### src/rtl/rom_burst_arbiter_if.sv
`default_nettype none
// ============================================================================
//  Module      : rom_burst_arbiter_if
//  Description : Requester, ROM and return-path bundle for rom_burst_arbiter.
//  Revision    : 1.0 - initial release
// ============================================================================
interface rom_burst_arbiter_if #(
   parameter int DATA_WIDTH = 8,
   parameter int ADDR_WIDTH = 4,
   parameter int LEN_WIDTH  = 5
);
   logic                  r0, r1, r2;
   logic [ADDR_WIDTH-1:0] addr0, addr1, addr2;
   logic [LEN_WIDTH-1:0]  len0, len1, len2;
   logic                  g0, g1, g2;
   logic                  rom_en;
   logic [ADDR_WIDTH-1:0] rom_addr;
   logic [DATA_WIDTH-1:0] rom_data;
   logic [DATA_WIDTH-1:0] rd_data;
   logic                  rd_valid;
   logic                  done;

   // master: requesters plus the ROM data return; slave: the arbiter
   modport master (
      output r0, r1, r2, addr0, addr1, addr2, len0, len1, len2, rom_data,
      input  g0, g1, g2, rom_en, rom_addr, rd_data, rd_valid, done
   );

   modport slave (
      input  r0, r1, r2, addr0, addr1, addr2, len0, len1, len2, rom_data,
      output g0, g1, g2, rom_en, rom_addr, rd_data, rd_valid, done
   );
endinterface
`default_nettype wire

### src/rtl/rom_burst_arbiter.sv
`default_nettype none
// ============================================================================
//  Module      : rom_burst_arbiter
//  Description : Round-robin arbiter sharing one synchronous ROM read port
//                among three requesters, issuing a sequential read burst.
//  Revision    : 1.0 - initial release
// ============================================================================
module rom_burst_arbiter #(
   parameter int DATA_WIDTH  = 8,
   parameter int DEPTH       = 16,
   parameter int DATA_AMOUNT = 16
) (
   input  logic               clk1,
   input  logic               reset,
   rom_burst_arbiter_if.slave bus
);
   localparam int c_ADDR_W = $clog2(DEPTH);
   localparam int c_LEN_W  = $clog2(DATA_AMOUNT + 1);
   localparam logic [c_LEN_W-1:0]  c_MAX_LEN   = c_LEN_W'(DATA_AMOUNT);
   localparam logic [c_ADDR_W-1:0] c_LAST_ADDR = c_ADDR_W'(DEPTH - 1);

   typedef enum logic [1:0] {
      S_IDLE  = 2'd0,
      S_BURST = 2'd1,
      S_DRAIN = 2'd2
   } state_t;

   state_t                r_state, w_state_nxt;
   logic [1:0]            r_rr, w_rr_nxt;
   logic [2:0]            r_grant, w_grant_nxt;
   logic                  r_rom_en, w_rom_en_nxt;
   logic [c_ADDR_W-1:0]   r_rom_addr, w_rom_addr_nxt;
   logic [c_LEN_W-1:0]    r_remain, w_remain_nxt;
   logic                  r_rd_valid;
   logic [DATA_WIDTH-1:0] r_rd_hold;

   logic [2:0]            w_req;
   logic [2:0]            w_win;
   logic [1:0]            w_win_rr_nxt;
   logic [c_ADDR_W-1:0]   w_sel_addr;
   logic [c_LEN_W-1:0]    w_sel_len;
   logic [c_LEN_W-1:0]    w_sel_len_clamped;

   assign w_req = {bus.r2, bus.r1, bus.r0};

   // First requester at or after the round-robin pointer wins
   always_comb begin
      w_win = 3'b000;
      case (r_rr)
         2'd1: begin
            if      (w_req[1]) w_win = 3'b010;
            else if (w_req[2]) w_win = 3'b100;
            else if (w_req[0]) w_win = 3'b001;
         end
         2'd2: begin
            if      (w_req[2]) w_win = 3'b100;
            else if (w_req[0]) w_win = 3'b001;
            else if (w_req[1]) w_win = 3'b010;
         end
         default: begin
            if      (w_req[0]) w_win = 3'b001;
            else if (w_req[1]) w_win = 3'b010;
            else if (w_req[2]) w_win = 3'b100;
         end
      endcase
   end

   always_comb begin
      w_sel_addr   = bus.addr0;
      w_sel_len    = bus.len0;
      w_win_rr_nxt = 2'd1;
      if (w_win[1]) begin
         w_sel_addr   = bus.addr1;
         w_sel_len    = bus.len1;
         w_win_rr_nxt = 2'd2;
      end else if (w_win[2]) begin
         w_sel_addr   = bus.addr2;
         w_sel_len    = bus.len2;
         w_win_rr_nxt = 2'd0;
      end
   end

   assign w_sel_len_clamped = (w_sel_len > c_MAX_LEN) ? c_MAX_LEN : w_sel_len;

   // r_remain counts reads still to issue, including the one on the bus now
   always_comb begin
      w_state_nxt    = r_state;
      w_rr_nxt       = r_rr;
      w_grant_nxt    = r_grant;
      w_rom_en_nxt   = 1'b0;
      w_rom_addr_nxt = r_rom_addr;
      w_remain_nxt   = r_remain;
      case (r_state)
         S_IDLE: begin
            if (|w_req) begin
               w_grant_nxt  = w_win;
               w_rr_nxt     = w_win_rr_nxt;
               w_remain_nxt = w_sel_len_clamped;
               if (w_sel_len_clamped != '0) begin
                  w_rom_en_nxt   = 1'b1;
                  w_rom_addr_nxt = w_sel_addr;
                  w_state_nxt    = S_BURST;
               end else begin
                  w_state_nxt = S_DRAIN;
               end
            end
         end
         S_BURST: begin
            if (r_remain == c_LEN_W'(1)) begin
               w_state_nxt = S_DRAIN;
            end else begin
               w_rom_en_nxt   = 1'b1;
               w_rom_addr_nxt = (r_rom_addr == c_LAST_ADDR) ? '0
                                                             : r_rom_addr + c_ADDR_W'(1);
               w_remain_nxt   = r_remain - c_LEN_W'(1);
            end
         end
         S_DRAIN: begin
            w_grant_nxt = 3'b000;
            w_state_nxt = S_IDLE;
         end
         default: begin
            w_grant_nxt = 3'b000;
            w_state_nxt = S_IDLE;
         end
      endcase
   end

   always_ff @(posedge clk1) begin
      if (reset) begin
         r_state    <= S_IDLE;
         r_rr       <= 2'd0;
         r_grant    <= 3'b000;
         r_rom_en   <= 1'b0;
         r_rom_addr <= '0;
         r_remain   <= '0;
      end else begin
         r_state    <= w_state_nxt;
         r_rr       <= w_rr_nxt;
         r_grant    <= w_grant_nxt;
         r_rom_en   <= w_rom_en_nxt;
         r_rom_addr <= w_rom_addr_nxt;
         r_remain   <= w_remain_nxt;
      end
   end

   // ROM data arrives one cycle after the issue; keep the last word for the hold behaviour
   always_ff @(posedge clk1) begin
      if (reset) begin
         r_rd_valid <= 1'b0;
         r_rd_hold  <= '0;
      end else begin
         r_rd_valid <= r_rom_en;
         if (r_rd_valid) begin
            r_rd_hold <= bus.rom_data;
         end
      end
   end

   assign bus.g0       = r_grant[0];
   assign bus.g1       = r_grant[1];
   assign bus.g2       = r_grant[2];
   assign bus.rom_en   = r_rom_en;
   assign bus.rom_addr = r_rom_addr;
   assign bus.rd_valid = r_rd_valid;
   assign bus.rd_data  = r_rd_valid ? bus.rom_data : r_rd_hold;
   assign bus.done     = (r_state == S_DRAIN);

endmodule
`default_nettype wire

### src/flat_wrapper.sv
// flat-port wrapper written by rule: the top's interface ports become plain ports
module rom_burst_arbiter_flat 
#(
   parameter int DATA_WIDTH  = 8,
   parameter int DEPTH       = 16,
   parameter int DATA_AMOUNT = 16
)
  (clk1, reset, bus_r0, bus_r1, bus_r2, bus_addr0, bus_addr1, bus_addr2, bus_len0, bus_len1, bus_len2, bus_rom_data, bus_g0, bus_g1, bus_g2, bus_rom_en, bus_rom_addr, bus_rd_data, bus_rd_valid, bus_done);
  rom_burst_arbiter_if #(.DATA_WIDTH(DATA_WIDTH), .ADDR_WIDTH(4), .LEN_WIDTH(5)) bus_i ();
  input  logic clk1;
  input  logic reset;
  input wire logic [$bits(bus_i.r0)-1:0] bus_r0;
  input wire logic [$bits(bus_i.r1)-1:0] bus_r1;
  input wire logic [$bits(bus_i.r2)-1:0] bus_r2;
  input wire logic [$bits(bus_i.addr0)-1:0] bus_addr0;
  input wire logic [$bits(bus_i.addr1)-1:0] bus_addr1;
  input wire logic [$bits(bus_i.addr2)-1:0] bus_addr2;
  input wire logic [$bits(bus_i.len0)-1:0] bus_len0;
  input wire logic [$bits(bus_i.len1)-1:0] bus_len1;
  input wire logic [$bits(bus_i.len2)-1:0] bus_len2;
  input wire logic [$bits(bus_i.rom_data)-1:0] bus_rom_data;
  output wire logic [$bits(bus_i.g0)-1:0] bus_g0;
  output wire logic [$bits(bus_i.g1)-1:0] bus_g1;
  output wire logic [$bits(bus_i.g2)-1:0] bus_g2;
  output wire logic [$bits(bus_i.rom_en)-1:0] bus_rom_en;
  output wire logic [$bits(bus_i.rom_addr)-1:0] bus_rom_addr;
  output wire logic [$bits(bus_i.rd_data)-1:0] bus_rd_data;
  output wire logic [$bits(bus_i.rd_valid)-1:0] bus_rd_valid;
  output wire logic [$bits(bus_i.done)-1:0] bus_done;
  assign bus_i.r0 = bus_r0;
  assign bus_i.r1 = bus_r1;
  assign bus_i.r2 = bus_r2;
  assign bus_i.addr0 = bus_addr0;
  assign bus_i.addr1 = bus_addr1;
  assign bus_i.addr2 = bus_addr2;
  assign bus_i.len0 = bus_len0;
  assign bus_i.len1 = bus_len1;
  assign bus_i.len2 = bus_len2;
  assign bus_i.rom_data = bus_rom_data;
  assign bus_g0 = bus_i.g0;
  assign bus_g1 = bus_i.g1;
  assign bus_g2 = bus_i.g2;
  assign bus_rom_en = bus_i.rom_en;
  assign bus_rom_addr = bus_i.rom_addr;
  assign bus_rd_data = bus_i.rd_data;
  assign bus_rd_valid = bus_i.rd_valid;
  assign bus_done = bus_i.done;
  rom_burst_arbiter #(.DATA_WIDTH(DATA_WIDTH), .DEPTH(DEPTH), .DATA_AMOUNT(DATA_AMOUNT)) u_core (.clk1(clk1), .reset(reset), .bus(bus_i));
endmodule
### config.mk
export PLATFORM = sky130hd
export DESIGN_NAME = rom_burst_arbiter_flat
export DESIGN_NICKNAME = d
export VERILOG_FILES = /design/src/rtl/rom_burst_arbiter_if.sv /design/src/rtl/rom_burst_arbiter.sv /design/src/flat_wrapper.sv
export SDC_FILE = /design/constraint.sdc
export NUM_CORES = 1
export LEC_CHECK = 0
export ABC_AREA = 1
export BUFFER_PORTS_ARGS = -buffer_cell sky130_fd_sc_hd__buf_2
export CORE_MARGIN = 4
export CORE_UTILIZATION = 44
export CTS_CLUSTER_DIAMETER = 200
export DETAILED_ROUTE_END_ITERATION = 10
export PLACE_DENSITY = 0.73
export SLEW_MARGIN = 5
export SYNTH_ARGS = -nofsm -noshare
export SYNTH_HDL_FRONTEND = slang
export SYNTH_SLANG_ARGS = --single-unit
### constraint.sdc
create_clock -name clk1 -period 1.91 [get_ports clk1]
set_clock_uncertainty 0.2 [all_clocks]
set_input_delay 0.382 -clock clk1 [delete_from_list [all_inputs] [get_ports clk1]]
set_output_delay 0.382 -clock clk1 [all_outputs]
set_load 0.05 [all_outputs]
# Word level (Yosys, flattened, before mapping)
# Index checks and enable logic that the tools add are counted.
# word_totals
wordCells	67
in_bits	40
register_bits	26
# classes
n_addsub	2
eq_ne	10
bitwise	1
reduce_logical	9
n_lt_le_gt_ge	1
n_mux	36
# op_table
operator	n
two-way mux 5 bit	5
two-way mux 3 bit	8
two-way mux 4 bit	6
case mux 3 bit (2 select lines)	2
two-way mux 2 bit	5
case mux 5 bit (2 select lines)	1
two-way mux 8 bit	1
case mux 4 bit (2 select lines)	1
inequality test 2 x 1 -> 1 bit (second input constant)	3
AND reduction 2 bit	3
== test 5 x 1 -> 1 bit (second input constant)	1
> comparator 5 bit (second input constant)	1
two-way mux 1 bit	5
nonzero test 5 bit	1
subtractor 5 x 1 -> 5 bit (second input constant)	1
adder 4 x 1 -> 4 bit (second input constant)	1
== test 2 x 1 -> 1 bit (second input constant)	2
== test 2 bit (second input constant)	2
== test 4 bit (second input constant)	1
case mux 2 bit (2 select lines)	1
AND reduction 4 bit	1
AND reduction 3 bit	1
OR reduction 3 bit	1
zero test 2 bit	1
other kinds (4)	4

# Depth between registers and ports, before layout
# Gate-level depths: netlist (run 1).
# depth
depth_word	12
depth_mapped	16
depth_no_buf	15

# Least setup slack after synthesis (run 1)
# Ideal clock, no wire load.
# synth_timing
kind	flip-flop to flip-flop
start	register u_core.r_rr[0]
end	register u_core.r_rom_addr[2], in the netlist u_core.bus.rom_addr[2]
arrival_ns	1.781
path_buffers	1
setup_ns	0.114
t_required_ns	1.596
path_stages_with_launch	16
slack_ns	-0.185
cell_sequence	dfxtp_1 -> inv_1 -> ha_1 -> nand2_1 -> o21ai_1 -> nand2_1 -> nand2_2 -> buf_4 -> nand3_1 -> nand2_1 -> nor2_2 -> nand3_4 -> nand2_1 -> nand2_1 -> nand2_1 -> nor2_2
# synth_via
elab_chain_len	9
word_cells_on_any_way	15
# synth_lines
item	line	rtl
from (decl)	rom_burst_arbiter.sv:29	logic [1:0] r_rr, w_rr_nxt;
from (signal assigned)	rom_burst_arbiter.sv:139	r_rr <= w_rr_nxt;
== test 2 bit / == test 2 x 1 -> 1 bit (equally long branches)	rom_burst_arbiter.sv:49	case (r_rr)
case mux 3 bit (2 select lines) (*)	rom_burst_arbiter.sv:49	
two-way mux 5 bit	rom_burst_arbiter.sv:76	end else if (w_win[2]) begin
two-way mux 5 bit	rom_burst_arbiter.sv:72	if (w_win[1]) begin
> comparator 5 bit	rom_burst_arbiter.sv:83	assign w_sel_len_clamped = (w_sel_len > c_MAX_LEN) ? c_MAX_LEN : w_sel_len;
two-way mux 5 bit	rom_burst_arbiter.sv:83	
nonzero test 5 bit	rom_burst_arbiter.sv:99	if (w_sel_len_clamped != '0) begin
inequality test 2 x 1 -> 1 bit (no line)	-	
AND reduction 4 bit (no line)	-	
to (signal assigned)	rom_burst_arbiter.sv:142	r_rom_addr <= w_rom_addr_nxt;
to (decl)	rom_burst_arbiter.sv:32	logic [c_ADDR_W-1:0] r_rom_addr, w_rom_addr_nxt;
# Mark *: on every way between the ends. The rest lies on a longest branch, timed or not. The select of a mux whose other input is x is not followed.
# A chain may end at the register's enable or synchronous reset.

# Worst setup path in the final report (run 1)
# Ends and elaborated chain as after synthesis.

==> results of run 1 <==
==> per-layer routing <==
layer / vias up / GRT usage
met1: 828 / 0.224
li1: 946 / -
met4: 0 / 0.0329
met2: 41 / 0.306
met5: - / 0
met3: 6 / 0.0449
==> metrics by stage <==
stage | utilization | setup TNS, ns | worst slack [ns] | cells | hold slack [ns]
floorplan | - | -0.178 | -0.0715 | 238 | 0.248
global placement | 0.605 | -0.970 | -0.182 | 355 | 0.197
detailed placement | 0.605 | -1.40 | -0.242 | 355 | 0.199
CTS | 0.631 | -1.46 | -0.221 | 360 | 0.109
global route | 0.686 | -3.03 | -0.378 | 367 | 0.106
finish | 0.686 | -1.20 | -0.239 | 367 | 0.128
==> power by group through the flow <==
stage	registers, uW	logic [uW]	clock network, uW
6_report	847	2860	369
5_1_grt	867	3160	404
4_1_cts	839	2560	380
3_5_place_dp	852	2480	0
3_3_place_gp	851	2460	0
2_1_floorplan	1060	1600	0
==> path summary, 6_finish.rpt <==
| check | from | to | slack [ns] |
|---|---|---|---|
| setup reg to reg | u_core.r_rr[0]$_SDFFE_PP0P_ | u_core.bus.rom_addr[2]$_SDFFE_PP0P_ | -0.24 |
| hold / removal | bus_rom_data[2] | u_core.r_rd_hold[2]$_SDFF_PP0_ | 0.13 |
| hold reg to reg | u_core.bus.rom_en$_SDFF_PP0_ | u_core.bus.rd_valid$_SDFF_PP0_ | 0.21 |
| setup / recovery | u_core.r_rr[0]$_SDFFE_PP0P_ | u_core.bus.rom_addr[2]$_SDFFE_PP0P_ | -0.24 |
==> registers in the layout, indices dropped and copies added (netlist names) <==
name / cells
u_core.r_rd_hold: 8
u_core.bus.rom_en: 1
u_core.r_remain: 5
u_core.bus.rom_addr: 4
u_core.r_state: 2
u_core.r_rr: 2
u_core.bus.rd_valid: 1
u_core.r_grant: 3
==> critical path, stage by stage (launching register included) <==
cell and delay, ns:
dfxtp_2 0.37, inv_2 0.05, ha_4 0.29, o21ai_2 0.07, nand2_2 0.08, nand2_4 0.08, or2_1 0.25, nand2_1 0.08
nand2_2 0.06, nor2_4 0.16, nand3_4 0.12, nand2_2 0.12, nand2_2 0.05, nand2_2 0.05, nor2_2 0.03
==> area by class of cell <==
class / instances / area, sq um
Fill cell: 300 / 1060
Inverter: 25 / 97.6
Sequential cell: 26 / 527
Clock inverter: 1 / 30.0
Clock buffer: 3 / 22.5
Timing Repair Buffer: 84 / 534
Multi-Input combinational cell: 182 / 1060
Tap cell: 46 / 57.6
==> kinds of logic (layout without fill, tap and decap cells) <==
kind of cell / after synthesis / in the layout / synth area share
AND/OR/NAND/NOR: 129 / 130 / 0.381
AO/OA/AOI/OAI: 44 / 44 / 0.148
buffers and inverters: 31 / 113 / 0.0822
flip-flops: 26 / 26 / 0.332
adder cells (fa/ha/maj): 5 / 5 / 0.0399
XOR/XNOR: 3 / 3 / 0.0168
==> synth_stat cells, types with 3 or more instances <==
| library cell | count |
|---|---|
| o21ai_0 | 9 |
| nand3b_1 | 3 |
| a31oi_1 | 5 |
| nand2_1 | 70 |
| nor3_1 | 4 |
| clkbuf_1 | 3 |
| nor2_1 | 17 |
| dfxtp_1 | 26 |
| a21oi_1 | 26 |
| nand2_2 | 6 |
| inv_1 | 22 |
| nand3_1 | 19 |
| nand3_2 | 3 |
| ha_1 | 5 |
==> repair_timing <==
item / CTS / global route
resized for setup: 10 / 43
pin swaps: 0 / 18
buffers inserted: 1 / 6
setup endpoints to repair: 20 / 22
cloned: 0 / 1
hold buffers: 0 / 0
==> impl_metrics.py, run 1 <==
metrics = {
    "synthesis": {
        "ys_warn_count": 0,
        "syn_nets": 283,
        "yosysUniqueCellTypes": 30,
        "synth-edff-count": 0,
        "async_flop_share": 0,
        "post_synth.cell_area_avg_sq_um": 6.59,
        "synthCells": 238,
        "ys.flop_type": "dfxtp_1",
        "synth_top_cell_by_area": "dfxtp_1",
        "ys_seq_elements": 26,
        "netlist_area_sq_um": 1570,
        "yosysTopAreaCellShare": 0.332,
        "ys_top_cells_by_area": "dfxtp_1 33%, nand2_1 17%, a21oi_1 8.3%",
        "synth_seq_area_share": 0.332,
    },
    "sta": {
        "setup_viol": 7,
        "slew_headroom": 0.607,
        "worst_pin_slew_ns": 0.588,
        "rsz0062_at_grt": "yes",
        "timing.final.ws_setup_ns": -0.239,
        "fmax_mhz": 465,
        "hold_violations": 0,
        "min_period_over_period": 1.12,
        "fin_crit_ns": 2.15,
        "maxSlewViolCount": 0,
    },
    "setup_path": {
        "ff2ff_path_depth": 14,
        "critical_path_class": "reg2reg",
        "crit_arrival_ns": 2.18,
        "required_ns": 1.94,
        "path_max_fanout": 8,
        "start_kind": "register",
        "end_kind": "register",
    },
    "drt": {
        "wl_met2_mm": 2.10,
        "route.detailed.drc": 0,
        "firstDrtPassIters": 4,
        "wl_met1_mm": 1.83,
        "wl_mm": 4.19,
        "drt-initial-drc-count": 93,
        "vias": 1821,
        "vias_per_cell": 4.96,
        "ant_nets": 0,
        "dr_wl_met3_microns": 211,
        "highest_layer": "met4",
        "wl_per_cell_microns": 11.4,
    },
    "run": {
        "maxCapViolCount": 0,
    },
    "pwr": {
        "p_seq_frac": 0.208,
        "switching_share": 0.505,
        "p_int_uw": 2020,
        "clkPwrFrac": 0.091,
        "switchingPower_uw": 2060,
        "p_comb_frac": 0.702,
        "power_leakage_uw": 0.00116,
        "fin_total_pwr_uw": 4080,
        "vdd_drop_max_v": 0.00120,
        "power-per-cell-area_nw_per_um2": 1750,
    },
    "clock_network": {
        "tritoncts": "yes",
        "clockBufferDepth": 2,
        "clkTransAtPathRegs_ns": 0.13,
        "htreeDepth": 1,
        "clkLatencyLatePin_ns": 0.32,
        "numCtsBuffers": 3,
        "cts_sinks": 26,
        "cts_root_buf": "clkbuf_4",
    },
    "place": {
        "gp_congestion": 0.904,
        "hpwl_mm": 3.02,
        "port_buffers": 57,
        "dpl_cell_area_sq_um": 2050,
    },
    "final_layout": {
        "area_delta_synth_final_pct": 48.3,
        "layout_commonest_cell": "nand2_1",
        "diodes": 0,
        "post-route-cell-area_sq_um": 2320,
        "drive_gt1_frac": 0.439,
        "fin_nets": 367,
        "final_cell_mix": "50 x nand2_1, 49 x buf_2, 28 x buf_4",
    },
    "floorplanning": {
        "pin_count": 58,
        "core_area_sq_um": 3390,
        "die_area_sq_um": 4580,
        "dieHeight_microns": 67.7,
        "start_util": 0.463,
        "dieWidth_microns": 67.7,
        "rows": 21,
    },
    "grt": {
        "grt_pass1_wl_mm": 6.33,
        "grt_max_degree": 16,
        "overflow": 0,
        "grt_pass1_vias": 1509,
        "antenna_found_initial": 0,
        "grt.total_usage": 0.178,
    },
    "worst_hold_path": {
        "hold_path_class": "in2reg",
        "worst_hold_path.num_cells": 3,
    },
    "run_status": {
        "outcome": "finished, violations left",
        "violations": "negative setup slack",
    },
}
Power figures use the tool's default switching activity.
==> run 2: changes to the inputs <==
CORE_UTILIZATION = 49   (was 44)
PLACE_DENSITY = 0.77   (was 0.73)
clock period = 2.23 ns   (was 1.91 ns; I/O delays follow)
==> impl_metrics.py, run 2 (synthesis results as in run 1) <==
metrics = {
    "final_layout": {
        "area_delta_synth_final_pct": 31.3,
        "layout_commonest_cell": "nand2_1",
        "largest_reg_flops": 8,
        "fin_nets": 349,
        "final_cell_mix": "67 x nand2_1, 57 x buf_2, 26 x a21oi_1",
        "diodes": 0,
        "drive_gt1_frac": 0.323,
        "top_register": "u_core.r_rd_hold",
        "fin_cells": 347,
        "post-route-cell-area_sq_um": 2060,
    },
    "clock_network": {
        "clkLatencyLatePin_ns": 0.33,
        "cts_root_buf": "clkbuf_4",
        "numCtsBuffers": 3,
        "cts_sinks": 26,
        "tritoncts": "yes",
        "htreeDepth": 1,
        "clkTransAtPathRegs_ns": 0.14,
        "clockBufferDepth": 2,
        "ctsHoldBuffers": 0,
    },
    "grt": {
        "grt_pass1_wl_mm": 6.29,
        "grt_max_degree": 17,
        "overflow": 0,
        "grt.total_usage": 0.184,
        "antenna_found_initial": 0,
        "grt_pass1_vias": 1503,
    },
    "sta": {
        "worst_pin_slew_ns": 0.589,
        "timing.final.ws_setup_ns": 0.0980,
        "slew_headroom": 0.606,
        "fmax_mhz": 469,
        "finalSetupTns_ns": 0,
        "fin_crit_ns": 2.13,
        "maxSlewViolCount": 0,
        "rsz0062_at_grt": "yes",
        "hold_ws_ns": 0.179,
        "min_period_over_period": 0.956,
        "hold_violations": 0,
        "setup_viol": 0,
    },
    "setup_path": {
        "ff2ff_path_depth": 14,
        "path_max_fanout": 8,
        "critical_path_class": "reg2reg",
        "required_ns": 2.28,
        "start_kind": "register",
        "crit_arrival_ns": 2.18,
        "end_kind": "register",
    },
    "run": {
        "maxCapViolCount": 0,
    },
    "pwr": {
        "vdd_drop_max_v": 0.000783,
        "power_leakage_uw": 0.00106,
        "power-per-cell-area_nw_per_um2": 1530,
    },
    "place": {
        "hpwl_mm": 2.93,
        "gp_congestion": 0.848,
        "dp_slack_ns": -0.00883,
        "port_buffers": 57,
        "dp_cells": 340,
        "dpl_cell_area_sq_um": 1930,
    },
    "floorplanning": {
        "die_area_sq_um": 4170,
        "core_area_sq_um": 3050,
        "start_util": 0.514,
        "pin_count": 58,
        "rows": 20,
        "dieHeight_microns": 64.6,
        "dieWidth_microns": 64.6,
    },
    "drt": {
        "vias_per_cell": 4.94,
        "vias": 1714,
        "route.detailed.drc": 0,
        "drt-initial-drc-count": 87,
        "wl_per_cell_microns": 11.1,
        "firstDrtPassIters": 4,
        "wl_mm": 3.85,
        "ant_nets": 0,
    },
    "run_status": {
        "outcome": "completed",
    },
    "worst_hold_path": {
        "worst_hold_path.num_cells": 3,
        "hold_path_class": "in2reg",
    },
}
==> run 2: worst paths after layout <==
check | start | endpoint | slack [ns]
worst min register to register | u_core.bus.rom_en$_SDFF_PP0_ | u_core.bus.rd_valid$_SDFF_PP0_ | 0.22
worst max-delay path | u_core.r_rr[0]$_SDFFE_PP0P_ | u_core.bus.rom_addr[2]$_SDFFE_PP0P_ | 0.1
worst min-delay path | bus_rom_data[3] | u_core.r_rd_hold[3]$_SDFF_PP0_ | 0.18
worst max register to register | u_core.r_rr[0]$_SDFFE_PP0P_ | u_core.bus.rom_addr[2]$_SDFFE_PP0P_ | 0.1
==> run 2: stage by stage <==
step                      power, uW   util
final                          3160  0.674
after global routing           3430  0.674
after global placement         2620  0.631
after CTS                      3000  0.652
after detailed placement       2650  0.631
after floorplan                2220      -
==> run 2: critical path: stages (launching register included) <==
cell and delay, ns:
dfxtp_2 0.36, inv_2 0.04, ha_4 0.29, o21ai_2 0.07, nand2_2 0.08, nand2_4 0.08
or2_1 0.25, nand2_1 0.08, nand2_2 0.07, nor2_4 0.15, nand3_4 0.12, nand2_2 0.10
nand2_1 0.05, nand2_1 0.07, nor2_2 0.04
==> run 2: timing repair <==
item	CTS	global route
pin swaps	0	10
setup endpoints to repair	1	18
setup buffers	0	2
gates resized for setup	1	15
gates cloned	0	1
==> run 2: where the power goes <==
part / switching, uW / internal, uW
combinational: 1380 / 730
sequential: 114 / 607
clock: 143 / 182
total: 1640 / 1520
==> run 2: routing by layer <==
metal  share of wire  GRT usage  vias up
li1                -          -      907
met1            0.45      0.236      761
met2            0.50      0.325       42
met3           0.051     0.0381        4
met4          0.0070     0.0237        0
met5               0          0        -
==> run 2: layout make-up <==
class	instances	area (sq um)
Clock buffer	3	22.5
Clock inverter	1	30.0
Fill cell	289	995
Inverter	25	93.8
Multi-Input combinational cell	182	980
Sequential cell	26	524
Tap cell	44	55.1
Timing Repair Buffer	66	353
==> run 3: changes to the inputs <==
CORE_UTILIZATION = 55   (was 49)
CTS_BUF_LIST = sky130_fd_sc_hd__clkbuf_4 sky130_fd_sc_hd__clkbuf_8   (was default)
PLACE_DENSITY = 0.86   (was 0.77)
clock period = 2.7 ns   (was 2.23 ns; I/O delays follow)
==> impl_metrics.py, run 3 (synthesis results as in run 1) <==
metrics = {
    "final_layout": {
        "top_register": "u_core.r_rd_hold",
        "diodes": 0,
        "fin_nets": 339,
        "final_cell_mix": "70 x nand2_1, 57 x buf_2, 26 x a21oi_1, 26 x dfxtp_1, 22 x inv_1",
        "drive_gt1_frac": 0.259,
        "fillers": 254,
        "layout_commonest_cell": "nand2_1",
        "area_delta_synth_final_pct": 21.8,
        "fin_cells": 324,
        "largest_reg_flops": 8,
    },
    "drt": {
        "vias": 1720,
        "route.detailed.drc": 0,
        "wl_mm": 3.69,
        "wl_per_cell_microns": 11.4,
        "ant_nets": 0,
        "firstDrtPassIters": 4,
        "vias_per_cell": 5.31,
        "drt-initial-drc-count": 92,
    },
    "floorplanning": {
        "core_area_sq_um": 2730,
        "pin_count": 58,
        "dieHeight_microns": 61.4,
        "dieWidth_microns": 61.4,
        "rows": 19,
        "die_area_sq_um": 3770,
        "start_util": 0.573,
    },
    "grt": {
        "grt_max_degree": 17,
        "overflow": 0,
        "grt_pass1_wl_mm": 6.01,
        "grt_pass1_vias": 1463,
        "antenna_found_initial": 0,
        "grt.total_usage": 0.209,
    },
    "worst_hold_path": {
        "hold_path_class": "reg2reg",
    },
    "setup_path": {
        "required_ns": 2.75,
        "timing.rr.start": "u_core.r_rr[0]$_SDFFE_PP0P_",
        "path_max_fanout": 16,
        "timing.reg2reg.setup_slack_ns": 0.23,
        "start_kind": "register",
        "crit_arrival_ns": 2.52,
        "reg2reg_to": "u_core.bus.rom_addr[2]$_SDFFE_PP0P_",
        "ff2ff_path_depth": 14,
        "end_kind": "register",
        "startpoint": "u_core.r_rr[0]$_SDFFE_PP0P_",
        "critical_path_class": "reg2reg",
        "cp-endpoint": "u_core.bus.rom_addr[2]$_SDFFE_PP0P_",
    },
    "run_status": {
        "outcome": "completed",
    },
    "place": {
        "hpwl_mm": 2.84,
        "gp_congestion": 0.845,
        "port_buffers": 57,
        "dp_cells": 320,
    },
    "clock_network": {
        "numCtsBuffers": 3,
        "cts_sinks": 26,
        "cts_root_buf": "clkbuf_4",
        "clkLatencyLatePin_ns": 0.33,
        "post-cts-setup-buffers": 0,
        "clkTransAtPathRegs_ns": 0.14,
        "tritoncts": "yes",
        "htreeDepth": 1,
        "ctsHoldBuffers": 0,
        "cts-resized-gates": 0,
        "clockBufferDepth": 2,
    },
    "pwr": {
        "power-per-cell-area_nw_per_um2": 1240,
        "power_leakage_uw": 0.00101,
        "vdd_drop_max_v": 0.000962,
    },
    "sta": {
        "maxSlewViolCount": 0,
        "hold_ws_ns": 0.228,
        "fin_crit_ns": 2.47,
        "fmax_mhz": 405,
        "worst_pin_slew_ns": 0.467,
        "rsz0062_at_grt": "no",
        "slew_headroom": 0.687,
        "setup_viol": 0,
        "hold_violations": 0,
        "finalSetupTns_ns": 0,
        "min_period_over_period": 0.915,
    },
    "run": {
        "maxCapViolCount": 0,
    },
}
==> run 3: changes by cell type in the layout (fill, tap and decap cells not counted), sizes merged <==
| cell | delta |
|---|---|
| buf | -9 |
| nand3 | -1 |
==> run 3: area by class of cell <==
cell class / instances / area, sq um / share of cell area
well taps: 31 / 38.8 / 0.0203
clock inverters: 1 / 30.0 / 0.0157
inverters: 25 / 93.8 / 0.0491
flip-flops and latches: 26 / 520 / 0.273
clock buffers: 3 / 22.5 / 0.0118
multi-input cells: 181 / 918 / 0.481
repair buffers: 57 / 285 / 0.149
==> run 3: critical path: stages, from the launching register on <==
cell and delay [ns]:
dfxtp_1 0.38, inv_1 0.05, ha_1 0.35, o21ai_1 0.16
nand2_1 0.07, nand2_2 0.23, inv_1 0.16, nand2_1 0.09
nand2_1 0.09, nor2_2 0.16, nand3_4 0.14, nand2_1 0.12
nand2_1 0.06, nand2_1 0.08, nor2_2 0.04
==> run 3: layer usage <==
metal	GRT usage	vias up	routed length [microns]
li1	-	881	-
met1	0.257	784	1540
met2	0.364	51	1850
met3	0.0440	4	266
met4	0.0697	0	38
met5	0	-	0
==> run 3: how the worst min path moves through the flow <==
stage,cells after the start,start,end
3_5_place_dp,2,u_core.bus.rom_en$_SDFF_PP0_,u_core.bus.rd_valid$_SDFF_PP0_
2_1_floorplan,2,u_core.r_rd_hold[3]$_SDFF_PP0_,u_core.r_rd_hold[3]$_SDFF_PP0_
4_1_cts,2,u_core.bus.rom_en$_SDFF_PP0_,u_core.bus.rd_valid$_SDFF_PP0_
3_3_place_gp,2,u_core.bus.rom_en$_SDFF_PP0_,u_core.bus.rd_valid$_SDFF_PP0_
6_report,2,u_core.bus.rom_en$_SDFF_PP0_,u_core.bus.rd_valid$_SDFF_PP0_
5_1_grt,2,u_core.bus.rom_en$_SDFF_PP0_,u_core.bus.rd_valid$_SDFF_PP0_
==> run 3: where the power goes <==
group	switching [uW]	internal [uW]
combinational	1060	458
clock	120	150
sequential	88.0	498
==> run 3: stage by stage <==
stage          power (uW)  utilization  instance area [sq um]  worst slack [ns]
6_report             2370        0.698                   1910             0.230
2_1_floorplan        1830            -                   1570             0.524
4_1_cts              2370        0.698                   1910             0.247
5_1_grt              2580        0.698                   1910            0.0410
3_5_place_dp         2090        0.679                   1860             0.270
3_3_place_gp         2060        0.679                   1860             0.418
